File: config.mk
export PLATFORM = sky130hd
export DESIGN_NAME = dmem_dump_ctrl
export DESIGN_NICKNAME = d
export VERILOG_FILES = /design/src/rtl/dmem_dump_ctrl.sv
export SDC_FILE = /design/constraint.sdc
export NUM_CORES = 1
export LEC_CHECK = 0
export ABC_AREA = 1
export BUFFER_PORTS_ARGS = -buffer_cell sky130_fd_sc_hd__buf_2
export CAP_MARGIN = 20
export CELL_PAD_IN_SITES_DETAIL_PLACEMENT = 0
export CELL_PAD_IN_SITES_GLOBAL_PLACEMENT = 1
export CORE_MARGIN = 5
export CORE_UTILIZATION = 29
export DETAILED_ROUTE_END_ITERATION = 8
export PLACE_DENSITY_LB_ADDON = 0.05
export SETUP_SLACK_MARGIN = 0.2
export SKIP_CTS_REPAIR_TIMING = 1
export SLEW_MARGIN = 30
export SYNTH_ARGS = -nofsm -noshare
export SYNTH_HDL_FRONTEND = slang
export SYNTH_SLANG_ARGS = --single-unit
File: constraint.sdc
create_clock -name CLK -period 2.1 [get_ports CLK]
set_input_delay 0.63 -clock CLK [delete_from_list [all_inputs] [get_ports CLK]]
set_output_delay 0.63 -clock CLK [all_outputs]
set_load 0.01 [all_outputs]
File: src/rtl/dmem_dump_ctrl.sv
// End-of-program monitor: counts cycles, detects the terminating NOP, then takes the DMEM
// port from the CPU after a flush window and streams every location out over valid/ready.
module dmem_dump_ctrl #(
    parameter int unsigned FLUSH_CYCLES = 5,
    parameter int unsigned DEPTH        = 512,
    parameter int unsigned AW           = 9,
    parameter int unsigned DW           = 64
) (
    input  logic          CLK,
    input  logic          RESET,
    input  logic [0:31]   instruction,
    input  logic          cpu_memEn,
    input  logic          cpu_memWrEn,
    input  logic [0:AW-1] cpu_memAddr,
    input  logic [0:DW-1] cpu_dataOut,
    output logic          dmem_memEn,
    output logic          dmem_memWrEn,
    output logic [0:AW-1] dmem_memAddr,
    output logic [0:DW-1] dmem_dataIn,
    input  logic [0:DW-1] dmem_dataOut,
    output logic          dump_valid,
    input  logic          dump_ready,
    output logic [0:AW-1] dump_addr,
    output logic [0:DW-1] dump_data,
    output logic [0:31]   cycle_count,
    output logic [0:31]   final_cycles,
    output logic          done
);

    localparam int unsigned FW = (FLUSH_CYCLES > 1) ? $clog2(FLUSH_CYCLES) : 1;
    localparam logic [0:FW-1] FLUSH_LAST = FW'(FLUSH_CYCLES - 1);
    localparam logic [0:AW-1] PTR_LAST   = AW'(DEPTH - 1);

    typedef enum logic [2:0] {
        StRun,
        StFlush,
        StIssue,
        StCapture,
        StHold,
        StDone
    } state_e;

    state_e        state_q, state_d;
    logic [0:AW-1] ptr_q, ptr_d;
    logic [0:FW-1] flush_cnt_q, flush_cnt_d;
    logic [0:31]   cycle_count_q, cycle_count_d;
    logic [0:31]   final_cycles_q, final_cycles_d;
    logic [0:AW-1] dump_addr_q, dump_addr_d;
    logic [0:DW-1] dump_data_q, dump_data_d;
    logic          dump_valid_q, dump_valid_d;

    // Reset is synchronous, so it is folded into the next-state logic.
    always_ff @(posedge CLK) begin
        state_q        <= state_d;
        ptr_q          <= ptr_d;
        flush_cnt_q    <= flush_cnt_d;
        cycle_count_q  <= cycle_count_d;
        final_cycles_q <= final_cycles_d;
        dump_addr_q    <= dump_addr_d;
        dump_data_q    <= dump_data_d;
        dump_valid_q   <= dump_valid_d;
    end

    always_comb begin
        state_d        = state_q;
        ptr_d          = ptr_q;
        flush_cnt_d    = flush_cnt_q;
        final_cycles_d = final_cycles_q;
        dump_addr_d    = dump_addr_q;
        dump_data_d    = dump_data_q;
        dump_valid_d   = dump_valid_q;
        cycle_count_d  = (cycle_count_q == 32'hFFFF_FFFF) ? cycle_count_q
                                                           : cycle_count_q + 32'd1;

        case (state_q)
            StRun: begin
                if (instruction == 32'h0000_0000) begin
                    final_cycles_d = cycle_count_q;
                    flush_cnt_d    = '0;
                    state_d        = StFlush;
                end
            end
            StFlush: begin
                flush_cnt_d = flush_cnt_q + FW'(1);
                if (flush_cnt_q == FLUSH_LAST) begin
                    ptr_d   = '0;
                    state_d = StIssue;
                end
            end
            StIssue: begin
                state_d = StCapture;
            end
            StCapture: begin
                dump_data_d  = dmem_dataOut;
                dump_addr_d  = ptr_q;
                dump_valid_d = 1'b1;
                state_d      = StHold;
            end
            StHold: begin
                if (dump_ready) begin
                    dump_valid_d = 1'b0;
                    // The last location goes straight to DONE, so ptr never wraps.
                    if (ptr_q == PTR_LAST) begin
                        state_d = StDone;
                    end else begin
                        ptr_d   = ptr_q + AW'(1);
                        state_d = StIssue;
                    end
                end
            end
            StDone: begin
                state_d = StDone;
            end
            default: begin
                state_d = StRun;
            end
        endcase

        if (RESET) begin
            state_d        = StRun;
            ptr_d          = '0;
            flush_cnt_d    = '0;
            cycle_count_d  = '0;
            final_cycles_d = '0;
            dump_addr_d    = '0;
            dump_data_d    = '0;
            dump_valid_d   = 1'b0;
        end
    end

    // CPU owns DMEM during RUN/FLUSH and while RESET is high; the dump engine only reads.
    always_comb begin
        dmem_memEn   = 1'b0;
        dmem_memWrEn = 1'b0;
        dmem_memAddr = '0;
        dmem_dataIn  = '0;
        if (RESET || state_q == StRun || state_q == StFlush) begin
            dmem_memEn   = cpu_memEn;
            dmem_memWrEn = cpu_memWrEn;
            dmem_memAddr = cpu_memAddr;
            dmem_dataIn  = cpu_dataOut;
        end else if (state_q == StIssue) begin
            dmem_memEn   = 1'b1;
            dmem_memAddr = ptr_q;
        end
    end

    assign dump_valid   = dump_valid_q;
    assign dump_addr    = dump_addr_q;
    assign dump_data    = dump_data_q;
    assign cycle_count  = cycle_count_q;
    assign final_cycles = final_cycles_q;
    assign done         = (state_q == StDone);

endmodule

Word level (Yosys, flattened, before mapping)
Cells that the tools add are included.
{ "totals": {"register_bits": 153, "input_bits": 174, "output_inout_bits": 214} }
{ "classes": {"addsub": 3, "n_eq_ne": 12, "mux": 19, "n_reduce_logical": 12} }
{ "ops": {"columns": ["operator", "n"], "rows": [
  ["$mux W64", 1],
  ["$mux W9", 5],
  ["$add A32 B1 Y32 const B", 1],
  ["$eq A32 B32 Y1 const B", 1],
  ["$logic_not A32 Y1", 1],
  ["$pmux W3 S6", 1],
  ["$pmux W9 S2", 1],
  ["$mux W3", 5],
  ["$add A9 B1 Y9 const B", 1],
  ["$eq A3 B3 Y1 const B", 3],
  ["$eq A9 B9 Y1 const B", 1],
  ["$ne A2 B2 Y1 const B", 4],
  ["$eq A3 B2 Y1 const B", 2],
  ["$pmux W3 S2", 1],
  ["$reduce_and A2 Y1", 3],
  ["$reduce_bool A2 Y1", 3],
  ["$mux W1", 4],
  ["$reduce_and A4 Y1", 1],
  ["$add A3 B1 Y3 const B", 1],
  ["$eq A3 B1 Y1 const B", 1],
  ["$logic_not A3 Y1", 1],
  ["$reduce_and A3 Y1", 1],
  ["$logic_or A1 B1 Y1", 2],
  ["$pmux W1 S2", 1]
]} }

Longest topological paths before layout
Gate-level depths: netlist of run 1.
{ "depth": {"ltp_word": 4, "mapped_depth": 14} }

Worst setup path before layout of run 1
OpenSTA, ideal clock, no wires.
{ "synth_timing": {"kind": "input to output", "startpoint": "in RESET", "endpoint": "out dmem_memAddr[0] (netlist bit)", "t_arrival_ps": 1490, "path_slack_ps": -20, "path_stages": 4, "path_buffers": 1, "cell_sequence": "inv_1 > clkbuf_1 > nand2_1 > o21ai_0"} }
{ "synth_via": {"elab_chain_cells": 3} }
{ "synth_rtl": {"columns": ["element", "line_no", "source"], "rows": [
  ["from (decl)", "10", "input logic RESET,"],
  ["$logic_or A1 B1 Y1 (2 in a row)", "137", "if (RESET || state_q == StRun || state_q == StFlush) begin"],
  ["$mux W9", "137", null],
  ["to (decl)", "18", "output logic [0:AW-1] dmem_memAddr,"]
]} }
Every way passes these cells.

Worst setup path after layout of run 1
{ "layout_timing": {"startpoint": "reg state_q[1]", "endpoint": "out dmem_dataIn[32] (netlist bit)"} }
{ "layout_via": {"elab_chain_cells": 4} }
{ "layout_rtl": {"columns": ["element", "line_no", "source"], "rows": [
  ["from (decl)", "43", "state_e state_q, state_d;"],
  ["from (signal assigned)", "54", "state_q <= state_d;"],
  ["$logic_not A3 Y1", "137", null],
  ["$logic_or A1 B1 Y1", "137", null],
  ["$logic_or A1 B1 Y1 (*)", "137", null],
  ["$mux W64 (*)", "137", null],
  ["to (decl)", "19", "output logic [0:DW-1] dmem_dataIn,"]
]} }
Mark *: on every way between the ends. The rest lies on a longest branch, timed or not.

==> results of run 1 <==
## metal layers
layer  routed length (µm)  vias up  part of all wire, %  global-route usage (%)
met5                   11        -                0.039                       0
li1                     -     4210                    -                       -
met1                12500     3516                   45                    23.9
met2                12700      248                   46                    30.4
met4                  354        2                  1.3                    4.62
met3                 2320       28                  8.3                    6.88
## power groups by stage
stage	combinational [mW]	sequential, mW	clock (mW)
2_1_floorplan	0.255	3.00	0
3_3_place_gp	0.588	3.00	0
3_5_place_dp	0.588	3.00	0
4_1_cts	0.590	2.93	3.20
5_1_grt	0.710	2.93	3.33
6_report	0.643	2.93	3.10
## worst min-delay path by stage
stage / start / endpoint / cells past startpoint
global route: dmem_dataOut[25] / dump_data[25]$_SDFFE_PP0P_ / 3
detailed placement: ptr_q[3]$_SDFFE_PP0P_ / ptr_q[3]$_SDFFE_PP0P_ / 2
floorplan: ptr_q[3]$_SDFFE_PP0P_ / ptr_q[3]$_SDFFE_PP0P_ / 2
finish: dmem_dataOut[19] / dump_data[19]$_SDFFE_PP0P_ / 3
global placement: ptr_q[3]$_SDFFE_PP0P_ / ptr_q[3]$_SDFFE_PP0P_ / 2
CTS: dmem_dataOut[19] / dump_data[19]$_SDFFE_PP0P_ / 3
## synth_stat cells (all sizes together)
cell type    n
nor2       345
nand2      155
dfxtp      153
o21ai      135
inv        130
nand3       39
clkbuf      34
a21oi       23
nor3        20
buf         15
nand3b       7
xor2         7
ha           5
nand4        4
a31oi        3
xnor2        3
a31o         1
clkinv       1
## registers in the layout, summed over array words and instances (netlist names)
signal,count
dump_data,64
cycle_count,32
final_cycles,32
dump_addr,9
ptr_q,9
flush_cnt_q,3
state_q,3
dump_valid,1
## worst register-to-register path: stages (launching register included)
cell and delay [ns]:
dfxtp_4 0.38, nor2_4 0.05, buf_12 0.12, buf_4 0.13
nand2_2 0.11, inv_1 0.09, nand2_1 0.10, nand2_2 0.12
inv_2 0.13, nand2_4 0.10, o21ai_4 0.27, nor2_1 0.08
## per-stage QoR
step	setup slack, ns	cell area [µm²]
2_1_floorplan	0.0876	7090
3_3_place_gp	-0.0246	9730
3_5_place_dp	-0.0462	9730
4_1_cts	-0.486	10300
5_1_grt	-0.305	10800
6_report	-0.191	10800
## cell type report
class	count	area (µm²)	area share (%)
repair buffers	459	2700	25.0
inverters	131	497	4.60
multi-input cells	748	3510	32.5
clock inverters	15	185	1.71
flip-flops and latches	153	3070	28.4
diodes	1	2.50	0.0232
well taps	324	405	3.75
clock buffers	17	425	3.94
## cells by family after synthesis
kind of cell / count (synthesis)
buf+inv: 180
compound gates: 162
xor+xnor: 10
flops: 153
simple gates: 570
fa+ha+maj: 5
==> out/results.ini, run 1 <==
[power_and_ir_drop]
totalPowerFinal_mw = 6.67
power_density_nw_per_um2 = 618
switchingPower_mw = 1.85
sequentialPowerShare_pct = 43.9
clkPwrFrac_pct = 46.5
combPwrFrac_pct = 9.6
ir_worst_vdd_v = 0.000412
p_int_mw = 4.82
p_leak_nw = 5.65
swShare_pct = 27.7

[setup_path]
startpoint_type = flop
rr_endpoint = ptr_q[2]$_SDFFE_PP0P_
cpPeakStageDelay_ns = 0.38
critPathKind = reg2out
r2r_slack_ns = 0.31
endpoint_kind = output port
crit_buf_inv = 4
crit_arrival_ns = 1.66
crit_slowest_cell = dfxtp_4
worstPathRequired_ns = 1.47
r2r_cells = 11
timing.rr.start = state_q[1]$_SDFFE_PP0P_
cp.depth = 7
crit_fanout = 7
cp-startpoint = state_q[1]$_SDFFE_PP0P_
worstPathCellList = nor2_4, buf_12, nor2_4, buf_12, clkbuf_16, nor2_1, buf_2
cp_top_family = buffers and inverters
cp-endpoint = dmem_dataIn[32]

[yosys]
synth_top_family_by_area = simple AND/OR/NAND/NOR gates
synth_largest_area_cell = dfxtp_1
yosysSeqAreaShare_pct = 43.3
synth_simple_gate_area_share_pct = 32.6
yosys_warnings = 0
synthTopCellsByArea = dfxtp_1 (43%), nor2_1 (18%), o21ai_0 (9.4%)
ys_types = 31
synth_nets = 1259
syn_inst = 1080
yosysTopAreaCellShare_pct = 43.3
synth-seq-cells = 153
yosys.area_share.adder_pct = 0.884
syn_avg_cell_area_um2 = 6.55
synth_compound_gate_area_share_pct = 11.8
synthXorXnorAreaFrac_pct = 1.24
syn-cell-area_um2 = 7080
synthMuxAreaShare_pct = 0

[detailed_routing]
post-route-drc-count = 0
drtIter0Drc = 417
wl_per_cell_um = 15.1
routed_wl_um = 27900
ant_nets = 0
dr.pass1.iters = 4
vias = 8004
avgViaCountPerCell = 4.33

[global_route]
grt-ovfl-total = 0
grt_usage_pct = 18.8
grt_pass1_vias = 7615
antenna_found_initial = 2
grt_max_degree = 74
grt_pass1_wl_um = 42400

[floorplanning]
die_x_um = 166
row_count = 57
core_area_um2 = 24200
io_pins = 388
start_util_pct = 29.3
dieArea_um2 = 27600
die_height_um = 166

[final_layout]
final_core_util_pct = 44.7
stdcell_count = 1848
final.fill_count = 2570
final_cell_mix = buf_2 (379), nor2_1 (324), dfxtp_1 (151)
synthToLayoutAreaGrowth_pct = 52.5
drive_gt1_share_pct = 36.2
final_common_cell = buf_2
fin_nets = 1689

[sta]
drv_slew = 0
setup_ws_ns = -0.191
rsz0062_at_grt = true
maxSlewHeadroom_pct = 50.4
fmax_mhz = 436
hold_viol_final = 0
period_needed_ns = 2.29
finalSetupViolations = 75
holdWs_ns = 0.409
worst_slew_pin_slew_ns = 0.744
fin_skew_ns = 0.0148
tns_ns = -10.14
fin_crit_sh_pct = 109

[clock_tree]
cts_sinks = 153
clkLatencyLatePin_ns = 0.44
root_buffer = clkbuf_16
cts_buffers = 17
cts_tree = yes
clk_pin_slew_ns = 0.08
htreeDepth = 4
ctsLongestPathBuffers = 2

[place]
io_buffers = 387
placed_cells = 1801
gp_congestion = 0.876
dp_hpwl_um = 21100

[run_status]
outcome = finished with violations
violations = negative setup slack

[worst_hold_path]
hold_class = in2reg

[flow_run]
cap_violations = 0

Power figures use the tool's default switching activity.
==> run 2: changes to the inputs <==
GPL_TIMING_DRIVEN = 0   (was unset)
==> run 2 against run 1 <==
Compared with the run above: non-clock buffer count down 2; the run still ends with negative setup slack left; final area down 1.9%; combinational power about the same; first-iteration DRC count up 16%; sequential power about the same; routed wire length up 2.9%.
==> out/results.ini, run 2 (synthesized netlist as in run 1, its figures left out) <==
[run_status]
outcome = finished with violations
violations = negative setup slack

[final_layout]
final_common_cell = buf_2
drive_gt1_share_pct = 35.1  ; -1.1 points
fin_nets = 1686  ; -0.18%
synthToLayoutAreaGrowth_pct = 49.7
final_core_util_pct = 43.8  ; -0.83 points
final_cell_mix = buf_2 (384), nor2_1 (324), nand2_1 (147)
largest_reg_flops = 64  ; unchanged
stdcell_count = 1845  ; -0.16%
finalInstanceArea_um2 = 10600  ; -1.9%

[global_route]
use_met1_pct = 25.1  ; +1.2 points
busiest_layer = met2
use_met3_pct = 7.64  ; +0.76 points
grt_max_degree = 17  ; -77%
grt-ovfl-total = 0  ; unchanged
grt_pass1_vias = 7747  ; +1.7%
grt_usage_pct = 19.8  ; +0.99 points
antenna_found_initial = 3  ; +1
grt_pass1_wl_um = 44300  ; +4.4%
grtUsageMet2_pct = 32.3  ; +1.9 points

[sta]
rsz0062_at_grt = true
worst_slew_pin_slew_ns = 0.609  ; -0.135 ns
hold_viol_final = 0  ; unchanged
period_needed_ns = 2.17  ; -0.125 ns
fmax_mhz = 462  ; +5.8%
fin_crit_sh_pct = 103  ; -6.0 points
maxSlewHeadroom_pct = 59.4  ; +9.0 points
setup_ws_ns = -0.0659  ; +0.125 ns
drv_slew = 0  ; unchanged
fin_skew_ns = 0.0102  ; -0.00461 ns
finalSetupViolations = 48  ; -36%
tns_ns = -1.92  ; +8.22 ns
holdWs_ns = 0.414  ; +0.00465 ns

[floorplanning]
die_x_um = 166  ; unchanged
row_count = 57  ; unchanged
core_area_um2 = 24200  ; unchanged
die_height_um = 166  ; unchanged
io_pins = 388  ; unchanged
start_util_pct = 29.3  ; unchanged
dieArea_um2 = 27600  ; unchanged

[place]
dpl-instance-area_um2 = 9430  ; -3.1%
io_buffers = 387  ; unchanged
placed_cells = 1791  ; -0.56%
dp_hpwl_um = 22600  ; +7.1%
gp_congestion = 0.888  ; +1.4%
place_ws_ns = -0.435  ; -0.389 ns

[setup_path]
worstPathRequired_ns = 1.47  ; about the same
endpoint_kind = output port
crit_fanout = 6  ; -1
worstPathCellList = nor2_4, nor2_4, buf_6, buf_4, nor2_1, buf_4
r2r_cells = 11  ; unchanged
crit_arrival_ns = 1.54  ; -0.12 ns
crit_slowest_cell = dfxtp_4
startpoint_type = flop
critPathKind = reg2out
cpPeakStageDelay_ns = 0.37  ; about the same

[worst_hold_path]
hold_class = in2reg
min_path_cells = 3  ; unchanged

[clock_tree]
cts_tree = yes
clk_pin_slew_ns = 0.07  ; about the same
cts_sinks = 153  ; unchanged
clkLatencyLatePin_ns = 0.43  ; about the same
htreeDepth = 4  ; unchanged
ctsLongestPathBuffers = 2  ; unchanged
cts_buffers = 17  ; unchanged
root_buffer = clkbuf_16

[detailed_routing]
post-route-drc-count = 0  ; unchanged
ant_nets = 0  ; unchanged
dr.pass1.iters = 5  ; +1
wl_per_cell_um = 15.6  ; +3.1%
avgViaCountPerCell = 4.38  ; +1.1%
routed_wl_um = 28700  ; +2.9%
vias = 8082  ; +0.97%
drtIter0Drc = 484  ; +16%

[power_and_ir_drop]
totalPowerFinal_mw = 6.73  ; +0.93%
power_density_nw_per_um2 = 635  ; +2.8%
ir_worst_vdd_v = 0.000414  ; +0.55%
p_leak_nw = 5.54  ; -1.9%

[flow_run]
cap_violations = 0  ; unchanged

[run 2: cell types whose count changed in the layout (fill, tap and decap cells not counted), moves of 4 or more]
cell	delta
buf_12	-7
buf_2	+5
buf_4	-35
buf_6	+8
clkbuf_1	+25
clkbuf_2	+4
clkinv_8	-7
dfxtp_1	-7
dfxtp_4	+4
nor2_2	-4
nor3_2	-4
[run 2: worst paths after layout]
path | slack (ns) | endpoint | start
setup / recovery | -0.07 | dmem_dataIn[62] | state_q[1]$_SDFFE_PP0P_
hold / removal | 0.41 | dump_data[41]$_SDFFE_PP0P_ | dmem_dataOut[41]
setup reg to reg | 0.29 | ptr_q[7]$_SDFFE_PP0P_ | ptr_q[7]$_SDFFE_PP0P_
hold reg to reg | 0.46 | ptr_q[1]$_SDFFE_PP0P_ | ptr_q[1]$_SDFFE_PP0P_
[run 2: critical path: cells and delay by family (launching register included)]
kind                   cells  cell delay, ns
and+or+nand+nor            3            0.32
DFF                        1            0.37
buffers and inverters      3            0.42
[run 2: cell type report]
type	count	area, µm²
clock buffer	18	439
antenna	1	2.50
inverter	131	495
fill	2652	13600
sequential	153	3090
timing repair buffer	408	2190
buffer	49	277
multi-input combinational	747	3540
tap	324	405
clock inverter	14	153
[run 2: metal layers]
| metal | vias up | routed length, µm |
|---|---|---|
| li1 | 4215 | - |
| met1 | 3581 | 12800 |
| met2 | 252 | 13100 |
| met3 | 28 | 2430 |
| met4 | 6 | 320 |
| met5 | - | 34 |
[run 2: power breakdown]
part	switching, mW	total, mW	internal (mW)	leakage (nW)
registers	0.0267	2.94	2.92	1.24
logic	0.340	0.646	0.306	4.01
clock network	1.42	3.14	1.73	0.296
total	1.78	6.73	4.95	5.54
==> run 3: changes to the inputs <==
CELL_PAD_IN_SITES_DETAIL_PLACEMENT = 1   (was 0)
CELL_PAD_IN_SITES_GLOBAL_PLACEMENT = 2   (was 1)
CORE_UTILIZATION = 22   (was 29)
MAX_ROUTING_LAYER = met4   (was unset)
==> run 3 against run 2 <==
Compared with the run above: routed wire length grew 11%; the flow still finishes with violations (negative setup slack); non-clock buffer count is 6 higher; sequential power about the same; clock skew decreased by 0.0016 ns; combinational power is 6.2% higher; total power down 1.7%; largest power group unchanged; final cell count grew 4.9%.
==> out/results.ini, run 3 (synthesized netlist as in run 1, its figures left out) <==
[run_status]
outcome = finished with violations
violations = negative setup slack

[global_route]
grt_pass1_wl_um = 47000  ; +6.2%
grt_usage_pct = 17.2  ; -2.6 points
grt_max_degree = 17  ; unchanged
grt-ovfl-total = 0  ; unchanged
antenna_found_initial = 8  ; +5
grt_pass1_vias = 8335  ; +7.6%

[detailed_routing]
routed_wl_um = 31800  ; +11%
dr.pass1.iters = 4  ; -1
drtIter0Drc = 248  ; -49%
ant_nets = 0  ; unchanged
post-route-drc-count = 0  ; unchanged
wl_per_cell_um = 16.4  ; +5.5%
vias = 8298  ; +2.7%
avgViaCountPerCell = 4.29  ; -2.2%

[floorplanning]
start_util_pct = 22.4  ; -6.9 points
dieArea_um2 = 35900  ; +30%
die_height_um = 189  ; +14%
row_count = 65  ; +14%
io_pins = 388  ; unchanged
core_area_um2 = 31600  ; +31%
die_x_um = 189  ; +14%

[setup_path]
crit_arrival_ns = 1.60  ; +0.06 ns
critPathKind = reg2out
startpoint_type = flop
endpoint_kind = output port
crit_fanout = 10  ; +4
worstPathRequired_ns = 1.47  ; about the same
r2r_slack_ns = 0.17  ; -0.12 ns

[power_and_ir_drop]
ir_worst_vdd_v = 0.000495  ; +20%
totalPowerFinal_mw = 6.62  ; -1.7%
power_density_nw_per_um2 = 595  ; -6.4%
combPwrFrac_pct = 10.4  ; +0.8 points
p_int_mw = 4.95  ; about the same
switchingPower_mw = 1.67  ; -6.5%
p_leak_nw = 5.62  ; +1.4%
sequentialPowerShare_pct = 44.5  ; +0.8 points
swShare_pct = 25.2  ; -1.3 points
clkPwrFrac_pct = 45.1  ; -1.6 points

[sta]
maxSlewHeadroom_pct = 56.8  ; -2.6 points
setup_ws_ns = -0.131  ; -0.0656 ns
tns_ns = -6.11  ; -4.19 ns
finalSetupViolations = 75  ; +56%
fmax_mhz = 448  ; -2.9%
drv_slew = 0  ; unchanged
hold_viol_final = 0  ; unchanged
period_needed_ns = 2.23  ; +0.0656 ns
fin_crit_sh_pct = 106  ; +3.1 points
fin_skew_ns = 0.00862  ; -0.00160 ns
rsz0062_at_grt = true
worst_slew_pin_slew_ns = 0.649  ; +0.0394 ns

[clock_tree]
cts_sinks = 153  ; unchanged
clk_pin_slew_ns = 0.07  ; about the same
cts_buffers = 17  ; unchanged
htreeDepth = 4  ; unchanged
root_buffer = clkbuf_16
ctsLongestPathBuffers = 2  ; unchanged
cts_tree = yes
clkLatencyLatePin_ns = 0.43  ; about the same

[place]
placed_cells = 1869  ; +4.4%
dp_hpwl_um = 25200  ; +12%
io_buffers = 387  ; unchanged
gp_congestion = 0.795  ; -10%

[final_layout]
final_core_util_pct = 35.2  ; -8.7 points
drive_gt1_share_pct = 37.4  ; +2.3 points
synthToLayoutAreaGrowth_pct = 57.2
stdcell_count = 1936  ; +4.9%
final_cell_mix = buf_2 (363), nor2_1 (285), nand2_1 (148)
final.fill_count = 4031  ; +52%
final_common_cell = buf_2
largest_reg_flops = 64  ; unchanged
fin_nets = 1692  ; +0.36%

[worst_hold_path]
hold_class = in2reg

[flow_run]
cap_violations = 0  ; unchanged

[run 3: cell types whose count changed in the layout (fill, tap and decap cells not counted), moves of 4 or more]
cell,change
nor2_4,+16
buf_2,-21
inv_8,-5
buf_6,+15
buf_12,+4
clkbuf_1,+4
buf_8,+5
inv_6,-4
nor2_2,+23
diode_2,+7
nor2_1,-39
[run 3: stage by stage]
| stage | worst slack, ns | hold WS, ns | instance area, µm² |
|---|---|---|---|
| 2_1_floorplan | 0.0876 | 0.439 | 7090 |
| 6_report | -0.131 | 0.416 | 11100 |
| 3_3_place_gp | -0.388 | 0.451 | 9530 |
| 5_1_grt | -0.214 | 0.405 | 11100 |
| 3_5_place_dp | -0.377 | 0.464 | 9530 |
| 4_1_cts | -0.670 | 0.392 | 10100 |
[run 3: power groups by stage]
stage | sequential, mW | clock (mW) | combinational, mW
2_1_floorplan | 3.00 | 0 | 0.255
6_report | 2.95 | 2.99 | 0.686
3_3_place_gp | 3.01 | 0 | 0.574
3_5_place_dp | 3.01 | 0 | 0.578
5_1_grt | 2.95 | 3.22 | 0.761
4_1_cts | 2.94 | 3.12 | 0.581
[run 3: per-layer routing]
layer	global-route usage (%)	up-vias	share of wire, %	wire length (µm)
li1	-	4226	-	-
met4	2.56	0	0.82	261
met3	7.80	16	9.2	2910
met1	19.5	3808	43	13500
met2	28.6	248	47	15100
met5	-	-	0	0
[run 3: worst paths after layout]
check / from / end / cells after the start
setup / recovery: state_q[2]$_SDFFE_PP0P_ / dmem_dataIn[20] / 6
hold / removal: dmem_dataOut[46] / dump_data[46]$_SDFFE_PP0P_ / 3
setup reg to reg: state_q[0]$_SDFFE_PP0P_ / ptr_q[0]$_SDFFE_PP0P_ / 9
hold reg to reg: ptr_q[3]$_SDFFE_PP0P_ / ptr_q[3]$_SDFFE_PP0P_ / 2
[run 3: critical path, stage by stage (launching register included)]
cell	delay (ns)
dfxtp_4	0.39
nor2_4	0.06
nor2_4	0.20
buf_8	0.19
buf_12	0.15
nor2_1	0.04
buf_2	0.13
[run 3: cell type report]
type / count / area, µm² / share of cell area, %
antenna: 8 / 20.0 / 0.180
buffer: 49 / 325 / 2.92
clock buffer: 22 / 464 / 4.17
clock inverter: 10 / 95.1 / 0.855
inverter: 131 / 495 / 4.45
multi-input combinational: 747 / 3710 / 33.3
sequential: 153 / 3080 / 27.7
tap: 402 / 503 / 4.52
timing repair buffer: 414 / 2440 / 21.9
